File: src/rtl/bias_rd_ctrl.sv
// Bias ROM read sequencer: walks base..base+count-1 once per layer and presents each
// group to the convolution engine under a valid/request handshake.
module bias_rd_ctrl #(
  parameter int RD_ADDR_DEPTH  = 9,
  parameter int ROM_RD_LATENCY = 1
) (
  input  logic                     clk,
  input  logic                     rstn,
  input  logic [2:0]               current_state,
  input  logic [RD_ADDR_DEPTH-1:0] cfg_base_addr,
  input  logic [RD_ADDR_DEPTH-1:0] cfg_group_cnt,
  input  logic                     bias_req,
  output logic [RD_ADDR_DEPTH-1:0] addr_rd,
  output logic                     bias_out_valid,
  output logic                     BiasMem_valid_out,
  output logic                     state_rst,
  output logic                     busy
);

  localparam int LAT_W = (ROM_RD_LATENCY > 1) ? $clog2(ROM_RD_LATENCY) : 1;
  localparam logic [LAT_W-1:0]         LAT_LAST = LAT_W'(ROM_RD_LATENCY - 1);
  localparam logic [LAT_W-1:0]         LAT_ONE  = LAT_W'(1);
  localparam logic [RD_ADDR_DEPTH-1:0] ONE      = RD_ADDR_DEPTH'(1);

  typedef enum logic [1:0] {
    S_IDLE,
    S_FETCH,
    S_HOLD,
    S_DONE
  } state_t;

  state_t                   state, state_nxt;
  logic [2:0]               prev_state;
  logic [RD_ADDR_DEPTH-1:0] base_q, base_nxt;
  logic [RD_ADDR_DEPTH-1:0] cnt_q, cnt_nxt;
  logic [RD_ADDR_DEPTH-1:0] idx_q, idx_nxt;
  logic [RD_ADDR_DEPTH-1:0] addr_nxt;
  logic [LAT_W-1:0]         lat_q, lat_nxt;
  logic                     start_evt;
  logic                     abort;

  // A layer starts on any change into a nonzero code; holding a code never retriggers.
  assign start_evt = (current_state != 3'd0) && (current_state != prev_state);
  assign abort     = (current_state == 3'd0);

  // NOTE: every signal gets its default before the case so no path leaves one unassigned,
  // which would otherwise infer a latch.
  always_comb begin
    state_nxt = state;
    base_nxt  = base_q;
    cnt_nxt   = cnt_q;
    idx_nxt   = idx_q;
    addr_nxt  = addr_rd;
    lat_nxt   = lat_q;

    if (start_evt) begin
      // A start wins over bias_req and aborts any layer still in flight.
      base_nxt = cfg_base_addr;
      cnt_nxt  = cfg_group_cnt;
      idx_nxt  = '0;
      lat_nxt  = '0;
      if (cfg_group_cnt == '0) begin
        state_nxt = S_DONE;
        addr_nxt  = '0;
      end else begin
        state_nxt = S_FETCH;
        addr_nxt  = cfg_base_addr;
      end
    end else begin
      case (state)
        S_IDLE: begin
          addr_nxt = '0;
        end
        S_FETCH: begin
          if (abort) begin
            state_nxt = S_IDLE;
            addr_nxt  = '0;
          end else if (lat_q == LAT_LAST) begin
            state_nxt = S_HOLD;
          end else begin
            lat_nxt = lat_q + LAT_ONE;
          end
        end
        S_HOLD: begin
          if (abort) begin
            state_nxt = S_IDLE;
            addr_nxt  = '0;
          end else if (bias_req) begin
            if (idx_q == cnt_q - ONE) begin
              state_nxt = S_DONE;
              addr_nxt  = '0;
            end else begin
              state_nxt = S_FETCH;
              idx_nxt   = idx_q + ONE;
              addr_nxt  = base_q + idx_q + ONE;
              lat_nxt   = '0;
            end
          end
        end
        S_DONE: begin
          state_nxt = S_IDLE;
          addr_nxt  = '0;
        end
        default: begin
          state_nxt = S_IDLE;
          addr_nxt  = '0;
        end
      endcase
    end
  end

  // NOTE: state registers use non-blocking assignment so every flop samples pre-edge values.
  always_ff @(posedge clk or negedge rstn) begin
    if (!rstn) begin
      state      <= S_IDLE;
      prev_state <= 3'd0;
      base_q     <= '0;
      cnt_q      <= '0;
      idx_q      <= '0;
      lat_q      <= '0;
      addr_rd    <= '0;
    end else begin
      state      <= state_nxt;
      prev_state <= current_state;
      base_q     <= base_nxt;
      cnt_q      <= cnt_nxt;
      idx_q      <= idx_nxt;
      lat_q      <= lat_nxt;
      addr_rd    <= addr_nxt;
    end
  end

  // Handshake outputs decode straight from the state register.
  assign bias_out_valid    = (state == S_FETCH) || (state == S_HOLD);
  assign BiasMem_valid_out = (state == S_HOLD);
  assign state_rst         = (state == S_DONE);
  assign busy              = (state != S_IDLE);

endmodule

File: config.mk
export PLATFORM = sky130hd
export DESIGN_NAME = bias_rd_ctrl
export DESIGN_NICKNAME = d
export VERILOG_FILES = /design/src/rtl/bias_rd_ctrl.sv
export SDC_FILE = /design/constraint.sdc
export NUM_CORES = 1
export LEC_CHECK = 0
export ABC_AREA = 1
export CAP_MARGIN = 15
export CORE_MARGIN = 5
export CORE_UTILIZATION = 55
export CTS_BUF_LIST = sky130_fd_sc_hd__clkbuf_16
export CTS_CLUSTER_SIZE = 28
export DETAILED_ROUTE_END_ITERATION = 6
export GPL_TIMING_DRIVEN = 1
export PLACE_DENSITY = 0.77
export SYNTH_ARGS = -nofsm -noshare
export SYNTH_HDL_FRONTEND = slang
export SYNTH_SLANG_ARGS = --single-unit
export TNS_END_PERCENT = 10
File: constraint.sdc
create_clock -name clk -period 2.2 [get_ports clk]
set_input_delay 0.33 -clock clk [delete_from_list [all_inputs] [get_ports clk]]
set_output_delay 0.33 -clock clk [all_outputs]
set_load 0.01 [all_outputs]
=== After elaboration in Yosys (flattened, before gate mapping) ===
Cells that the tools add are included.
W data, S select, Z words.

* Input bits: 24
* Logic and storage cells: 69
* Bits in registers: 42
* Output and inout bits: 13

* Equality and inequality tests: 14
* $add $sub $neg: 5
* Mux-type cells: 27
* Reductions and logical operators: 16

{| class="wikitable"
|+ Operator list
! operator !! count
|-
| $mux W9 || 11
|-
| $pmux W9 S3 || 1
|-
| $add A9 B1 Y9 const B || 2
|-
| $mux W2 || 7
|-
| $ne A3 B3 Y1 const B || 4
|-
| $add A9 B9 Y9 || 1
|-
| $eq A9 B9 Y1 || 1
|-
| $logic_not A9 Y1 || 1
|-
| $sub A9 B1 Y9 const B || 1
|-
| $mux W1 || 6
|-
| $pmux W2 S3 || 1
|-
| $reduce_bool A2 Y1 || 3
|-
| $reduce_bool A3 Y1 || 2
|-
| $reduce_and A5 Y1 || 1
|-
| $eq A2 B2 Y1 const B || 2
|-
| $ne A2 B2 Y1 const B || 2
|-
| $ne A4 B2 Y1 const B || 1
|-
| $ne A4 B4 Y1 const B || 1
|-
| $reduce_and A4 Y1 || 1
|-
| $reduce_bool A4 Y1 || 1
|-
| $logic_not A3 Y1 || 1
|-
| $ne A3 B2 Y1 const B || 1
|-
| $ne A3 B3 Y1 || 1
|-
| $reduce_and A3 Y1 || 1
|-
| 8 further kinds || 8
|}

=== Longest topological paths before layout ===
Gate-level depths: netlist (run 1).

* Word-level depth: 7
* Gate-level depth with buffers: 15
* Mapped depth without buffers: 15

=== Worst setup path before layout (run 1) ===
OpenSTA, ideal clock, no wires.

* Kind: register to register
* From: register idx_q[0]
* To: register addr_rd[6]
* Required time: 2.123 ns
* Cell stages (with the launch flop): 12
* Buffers on the path: 0
* Period minus slack after synthesis: 1.923 ns
* Setup time: 0.077 ns
* Arrival time: 1.845 ns
* Setup slack: 0.277 ns
* Cell sequence: dfrtp_1 > inv_1 > ha_1 > fa_1 > nand3b_1 > nand2_1 > nand2_1 > nand2_1 > a21oi_1 > xor2_1 > nand3b_1 > a21oi_1

* Cells in the longest elaborated chain, start to end: 7
* Elaborated cells between the ends (all ways): 8
* Classes of those cells: add/sub (2); eq/ne (1); mux (5)

{| class="wikitable"
|+ RTL lines
! what !! line !! source
|-
| start, declared || 36 || <nowiki>logic [RD_ADDR_DEPTH-1:0] idx_q, idx_nxt;</nowiki>
|-
| start signal, assigned || 127 || <nowiki>idx_q <= idx_nxt;</nowiki>
|-
| $add A9 B9 Y9 || 95 || <nowiki>addr_nxt = base_q + idx_q + ONE;</nowiki>
|-
| $add A9 B1 Y9 || 95 ||
|-
| $mux W9 (*) || 89 || <nowiki>if (idx_q == cnt_q - ONE) begin</nowiki>
|-
| $mux W9 (*) || 88 || <nowiki>end else if (bias_req) begin</nowiki>
|-
| $mux W9 (*) || 85 || <nowiki>if (abort) begin</nowiki>
|-
| $pmux W9 S3 (*) || 70 || <nowiki>case (state)</nowiki>
|-
| $mux W9 (*) || 56 || <nowiki>if (start_evt) begin</nowiki>
|-
| end signal, assigned || 129 || <nowiki>addr_rd <= addr_nxt;</nowiki>
|-
| end, declared || 13 || <nowiki>output logic [RD_ADDR_DEPTH-1:0] addr_rd,</nowiki>
|}

Mark *: on every way between the ends. The rest lies on a longest branch, timed or not. The select of a mux whose other input is x is not followed.
A chain may end at the register's enable or synchronous reset.

=== Final worst setup path (run 1) ===
* From: register cnt_q[0]
* To: register idx_q[0]

* Cells in the longest elaborated chain, start to end: 4

{| class="wikitable"
|+ RTL lines
! what !! line !! source
|-
| start, declared || 35 || <nowiki>logic [RD_ADDR_DEPTH-1:0] cnt_q, cnt_nxt;</nowiki>
|-
| start signal, assigned || 126 || <nowiki>cnt_q <= cnt_nxt;</nowiki>
|-
| $sub A9 B1 Y9 || 89 ||
|-
| $eq A9 B9 Y1 || 89 ||
|-
| $ne A2 B2 Y1 (no source line) || -- ||
|-
| $reduce_and A4 Y1 (no source line) || -- ||
|}

No other way between the ends.

==> results.toml, run 1 <==
[outcome]
status = "finished, final reports clean"

[worst_setup_path]
crit_path_frequent_cell = "nand2_1"
cp_slowest_cell = "dfrtp_1"
crit_path_cell_trace = "inv_2 -> ha_1 -> inv_1 -> nand2_1 -> nand2_1 -> nor2_1 -> nand3_1 -> nor2_2 -> nand3_2 -> nor2_4 -> nand2_4 -> nand2_8 -> nand2_8 -> nand3_2 -> nand2_1"
max_stage_delay_ns = 0.39
critical_path_buf_inv_count = 2
cp.arrival_ns = 2.19
crit_fanout = 9
worstSetupPathType = "reg2reg"
critPathLaunchType = "register"
critical-path-top-delay-family = "simple AND/OR/NAND/NOR gates"
crit_path_end_kind = "register"
crit_required_ns = 2.37

[routing]
final_antenna_net_count = 0
num_vias = 2495
routed_wirelength_um = 6499
drt-pass1-iter-count = 4
drt-vias-per-instance = 5.134
routedWlPerCell_um = 13.37
drcViolationCount = 0
drt_iter0_drc = 230

[global_routing]
grt_max_degree = 34
grt_first_pass_wirelength_um = 11350
antenna_found_initial = 0
groute.usage.overall_pct = 22.13
overflow = 0
grt_pass1_vias = 2430

[placement]
hpwl_um = 4976
io_buffer_count = 36
gp_congestion = 0.8467
pre_cts_ws_ns = 0.08996

[power_and_ir_drop]
power_frac_seq_pct = 40.4
power_leakage_nw = 1.694
ir_drop_mv = 0.4158
cellPowerDensity_nw_per_um2 = 649.6
pwr-share-clk_pct = 31.2
combPwrFrac_pct = 28.5
p_sw_share_pct = 31.53
internal_power_w = 0.001531
p_switching_w = 0.0007049

[synth]
ys_types = 33
yosysSeqAreaShare_pct = 36.94
netlist_instances = 371
syn_area_per_cell_um2 = 7.487
ys_ff_latch = 41
syn_area_um2 = 2778
yosys_warnings = 0
syn-num-nets = 410

[floorplanning]
die_h_um = 81.07
initial_core_util_pct = 57.66
rows = 25
die_area_um2 = 6572
ios = 37
core-area_um2 = 4817
die_w_um = 81.07

[timing]
rsz0062_at_grt = "false"
post-route-period-util_pct = 92.03
drv_slew = 0
fmax_mhz = 493.9
final.setup.tns_ns = 0
setup_viol = 0
final.min_clock_period_ns = 2.025
skew_ns = 0.003808
slew_headroom_pct = 67.82
timing_worst_slew_pin_value_ns = 0.4782
timing_hold_violations_final = 0
setup_slack_ns = 0.1753

[clock_tree]
cts_max_path_buffers = 2
clkTransAtPathRegs_ns = 0.06
clock_latency_ns = 0.28
htreeDepth = 2
cts_buffers = 5
clock_sinks = 41
cts_root_buf = "clkbuf_16"
cts_tree = "built"

[finish]
drive_above_1_share_pct = 12.17
syn_to_final_growth_pct = 23.92
layout.nets = 457
final_cell_mix = "98 x nand2_1, 43 x inv_1, 41 x nor2_1, 41 x dfrtp_1, 35 x clkdlybuf4s50_1"
final_common_cell = "nand2_1"
antenna_cells = 0

[hold_path]
min_path_type = "in2async"

[job]
max-cap-violations = 0
power by group through the flow:
stage                     Clock, W  Sequential, W  Combinational (W)
after floorplan                  0       0.000911           0.000369
after global placement           0       0.000909           0.000613
after detailed placement         0       0.000913           0.000627
after CTS                 0.000695       0.000902           0.000632
after global routing      0.000736       0.000915           0.000717
final                     0.000697       0.000903           0.000637
flip-flops by register name (all words and copies together) (netlist names):
| signal | flops |
|---|---|
| addr_rd | 9 |
| cnt_q | 9 |
| state | 2 |
| base_q | 9 |
| idx_q | 9 |
| prev_state | 3 |
cell type report:
class	instances	area [um2]
Multi-Input combinational cell	276	1545
Fill cell	426	1375
Sequential cell	41	1026
Timing Repair Buffer	46	470.5
Inverter	48	180.2
Clock buffer	5	125.1
Tap cell	67	83.83
Clock inverter	3	11.26
per-layer routing:
layer	track usage [%]	up-vias	part of all wire (%)
met2	37.77	52	48
met1	29.21	1165	45
li1	-	1273	-
met4	6.757	0	0.82
met3	2.882	5	5.4
met5	0	-	0
what timing repair did:
item,in CTS,in global routing
endpoints found under the hold margin,15,0
hold buffers,1,0
endpoints found under the setup margin,0,10
resized for setup,0,4
setup buffers,0,2
through the flow:
step / util, % / total power (W) / cells / hold slack, ns / cell area, um2
global route: 71.45 / 0.002368 / 486 / 0.5224 / 3442
CTS: 70.70 / 0.002229 / 484 / 0.4979 / 3406
global placement: 67.66 / 0.001522 / 475 / 0.2623 / 3259
finish: 71.45 / 0.002236 / 486 / 0.4901 / 3442
floorplan: - / 0.001280 / 371 / 0.03441 / 2778
detailed placement: 67.66 / 0.001541 / 475 / 0.2693 / 3259
synth_stat cells (all sizes together):
cell type	n	share of area, %
buf	6	1.3
nand4	6	1.4
inv	47	6.4
clkinv	1	0.14
a211oi	1	0.27
o21ai	19	3.6
fa	1	0.72
or2	2	0.45
nor4	2	0.68
xnor2	6	1.9
nor3	4	0.90
dfrtp	41	37
nor2	49	7.7
nand2	103	16
xor2	10	3.2
nand3	38	8.5
ha	14	6.3
a21oi	17	3.1
nand3b	4	1.1
cell families (layout without fill, tap and decap cells):
group | Yosys count | after routing | share of synthesized area, %
DFF | 41 | 41 | 36.94
buffers and inverters | 54 | 102 | 7.748
xor gates and xnor gates | 16 | 16 | 5.045
adders and majority gates | 15 | 15 | 7.027
AOI/OAI and AO/OA | 37 | 37 | 6.892
and+or+nand+nor | 208 | 208 | 36.35
path summary, 6_finish.rpt:
path                            from         end  slack, ns  depth (start not counted)
max in group asynchronous       rstn    cnt_q[5]       1.02                          3
max                         cnt_q[0]    idx_q[0]       0.18                         15
min in group clk           base_q[7]   base_q[7]       0.49                          2
min reg2reg                base_q[7]   base_q[7]       0.49                          2
max reg2reg                 cnt_q[0]    idx_q[0]       0.18                         15
min                             rstn  addr_rd[7]       0.49                          2
worst reg2reg max path, cell delays in order (launching register included):
cell     delay [ns]
dfrtp_1        0.39
inv_2          0.07
ha_1           0.30
inv_1          0.05
nand2_1        0.06
nand2_1        0.04
nor2_1         0.12
nand3_1        0.11
nor2_2         0.10
nand3_2        0.08
nor2_4         0.14
nand2_4        0.10
nand2_8        0.12
nand2_8        0.10
nand3_2        0.08
nand2_1        0.05
No activity file was read; power rests on OpenSTA's default activity.
==> run 2: changes to the inputs <==
--- a/config.mk
+++ b/config.mk
@@ -14,6 +14,7 @@
 export DETAILED_ROUTE_END_ITERATION = 6
 export GPL_TIMING_DRIVEN = 1
 export PLACE_DENSITY = 0.77
+export SETUP_SLACK_MARGIN = 0.5
 export SYNTH_ARGS = -nofsm -noshare
 export SYNTH_HDL_FRONTEND = slang
 export SYNTH_SLANG_ARGS = --single-unit
==> results.toml, run 2 (same netlist as run 1, synthesis figures left out) <==
[floorplanning]
core-area_um2 = 4817
die_area_um2 = 6572
ios = 37
die_h_um = 81.07
die_w_um = 81.07
initial_core_util_pct = 57.66
rows = 25

[worst_setup_path]
crit_path_frequent_cell = "nand2_1"
worstSetupPathType = "reg2reg"
crit_path_cell_trace = "inv_2 -> ha_2 -> fa_2 -> nand3b_1 -> nand2_1 -> nand2_1 -> nand2_1 -> a21oi_1 -> xor2_1 -> nand3b_1 -> a21oi_2"
crit_required_ns = 2.41
critical-path-top-delay-family = "simple AND/OR/NAND/NOR gates"
critical_path_buf_inv_count = 1
cp.arrival_ns = 2.19
critPathLaunchType = "register"
crit_path_end_kind = "register"
cp_slowest_cell = "dfrtp_1"
max_stage_delay_ns = 0.36
crit_fanout = 4

[hold_path]
min_path_type = "in2async"

[clock_tree]
cts_tree = "built"
clkTransAtPathRegs_ns = 0.06
cts_max_path_buffers = 2
clock_latency_ns = 0.28
cts_root_buf = "clkbuf_16"
htreeDepth = 2
cts_buffers = 5
clock_sinks = 41

[routing]
drcViolationCount = 0
drt-pass1-iter-count = 5
routed_wirelength_um = 6823
routedWlPerCell_um = 13.87
num_vias = 2558
drt_iter0_drc = 236
drt-vias-per-instance = 5.199
wl_met3_um = 293
routed.top_layer = "met4"
dr_wl_met2_um = 3360
m1WireLength_um = 3079
final_antenna_net_count = 0

[timing]
drv_slew = 0
slew_headroom_pct = 66.76
timing_hold_violations_final = 0
post-route-period-util_pct = 89.65
skew_ns = 0.001932
final.min_clock_period_ns = 1.972
setup_viol = 0
timing_worst_slew_pin_value_ns = 0.4940
rsz0062_at_grt = "true"
final.setup.tns_ns = 0
fmax_mhz = 507.0

[finish]
multiInputGateArea_um2 = 1608
fillers = 405
antenna_cells = 0
drive_above_1_share_pct = 16.24
final_common_cell = "nand2_1"
syn_to_final_growth_pct = 26.76
final_cell_mix = "97 x nand2_1, 41 x dfrtp_1, 39 x inv_1"
seq_area_um2 = 1026
final_cell_count_no_fill = 492
layout.nets = 464

[global_routing]
grt_first_pass_wirelength_um = 11110
groute.usage.overall_pct = 22.11
grt_pass1_vias = 2396
grt_max_degree = 35
antenna_found_initial = 0
overflow = 0

[power_and_ir_drop]
total_power_w = 0.002256
power_leakage_nw = 1.711
ir_drop_mv = 0.4333
cellPowerDensity_nw_per_um2 = 640.8

[job]
max-cap-violations = 0

[placement]
placedCellCount = 474
hpwl_um = 4892
gp_congestion = 0.8743
io_buffer_count = 36

[outcome]
status = "finished, final reports clean"
[run 2: path summary, 6_finish.rpt]
| check | startpoint | to | slack (ns) | cells past startpoint |
|---|---|---|---|---|
| min in group clk | base_q[8] | base_q[8] | 0.50 | 2 |
| max in group asynchronous | rstn | addr_rd[5] | 1.02 | 3 |
| min reg2reg | base_q[8] | base_q[8] | 0.50 | 2 |
| max reg2reg | idx_q[0] | addr_rd[6] | 0.23 | 11 |
| min | rstn | cnt_q[8] | 0.49 | 2 |
| max | idx_q[0] | addr_rd[6] | 0.23 | 11 |
[run 2: routing by layer]
metal  up-vias  global-route usage (%)
li1       1293                       -
met2        69                   36.70
met3        11                   4.656
met1      1185                   29.34
met4         0                   5.743
met5         -                       0
[run 2: layout make-up]
class / count / area share (%)
clock buffer: 5 / 3.554
clock inverter: 2 / 0.2132
inverter: 48 / 5.117
multi-input combinational: 278 / 45.66
sequential: 41 / 29.14
tap: 67 / 2.381
timing repair buffer: 51 / 13.93
[run 2: power by group]
group / switching, W / internal, W / total [W]
Clock: 0.000281 / 0.000406 / 0.000687
Sequential: 0.0000646 / 0.000837 / 0.000901
Combinational: 0.000367 / 0.000301 / 0.000668
[run 2: worst reg2reg max path: cells and delay by family (launching register included)]
family / cells / cell delay, ns
and+or+nand+nor: 5 / 0.61
adders and majority gates: 2 / 0.54
xor gates and xnor gates: 1 / 0.14
buffers and inverters: 1 / 0.07
AOI/OAI and AO/OA: 2 / 0.19
DFF: 1 / 0.36
[run 2: repair_timing]
item / 4_1_cts / 5_1_grt
setup buffers: 6 / 2
hold buffers: 1 / 0
gates resized for setup: 6 / 7
endpoints found under the hold margin: 16 / 0
setup endpoints to repair: 24 / 24
cloned: 2 / 0
pin swaps: 6 / 6
[run 2: through the flow]
step	worst slack, ns	hold WS [ns]	utilization, %	area, um2
2_1_floorplan	0.3742	0.03441	-	2785
3_3_place_gp	0.1485	0.2743	67.40	3247
3_5_place_dp	0.09215	0.2755	67.40	3247
4_1_cts	0.2537	0.5047	72.23	3480
5_1_grt	0.1246	0.5197	73.09	3521
6_report	0.2278	0.4941	73.09	3521
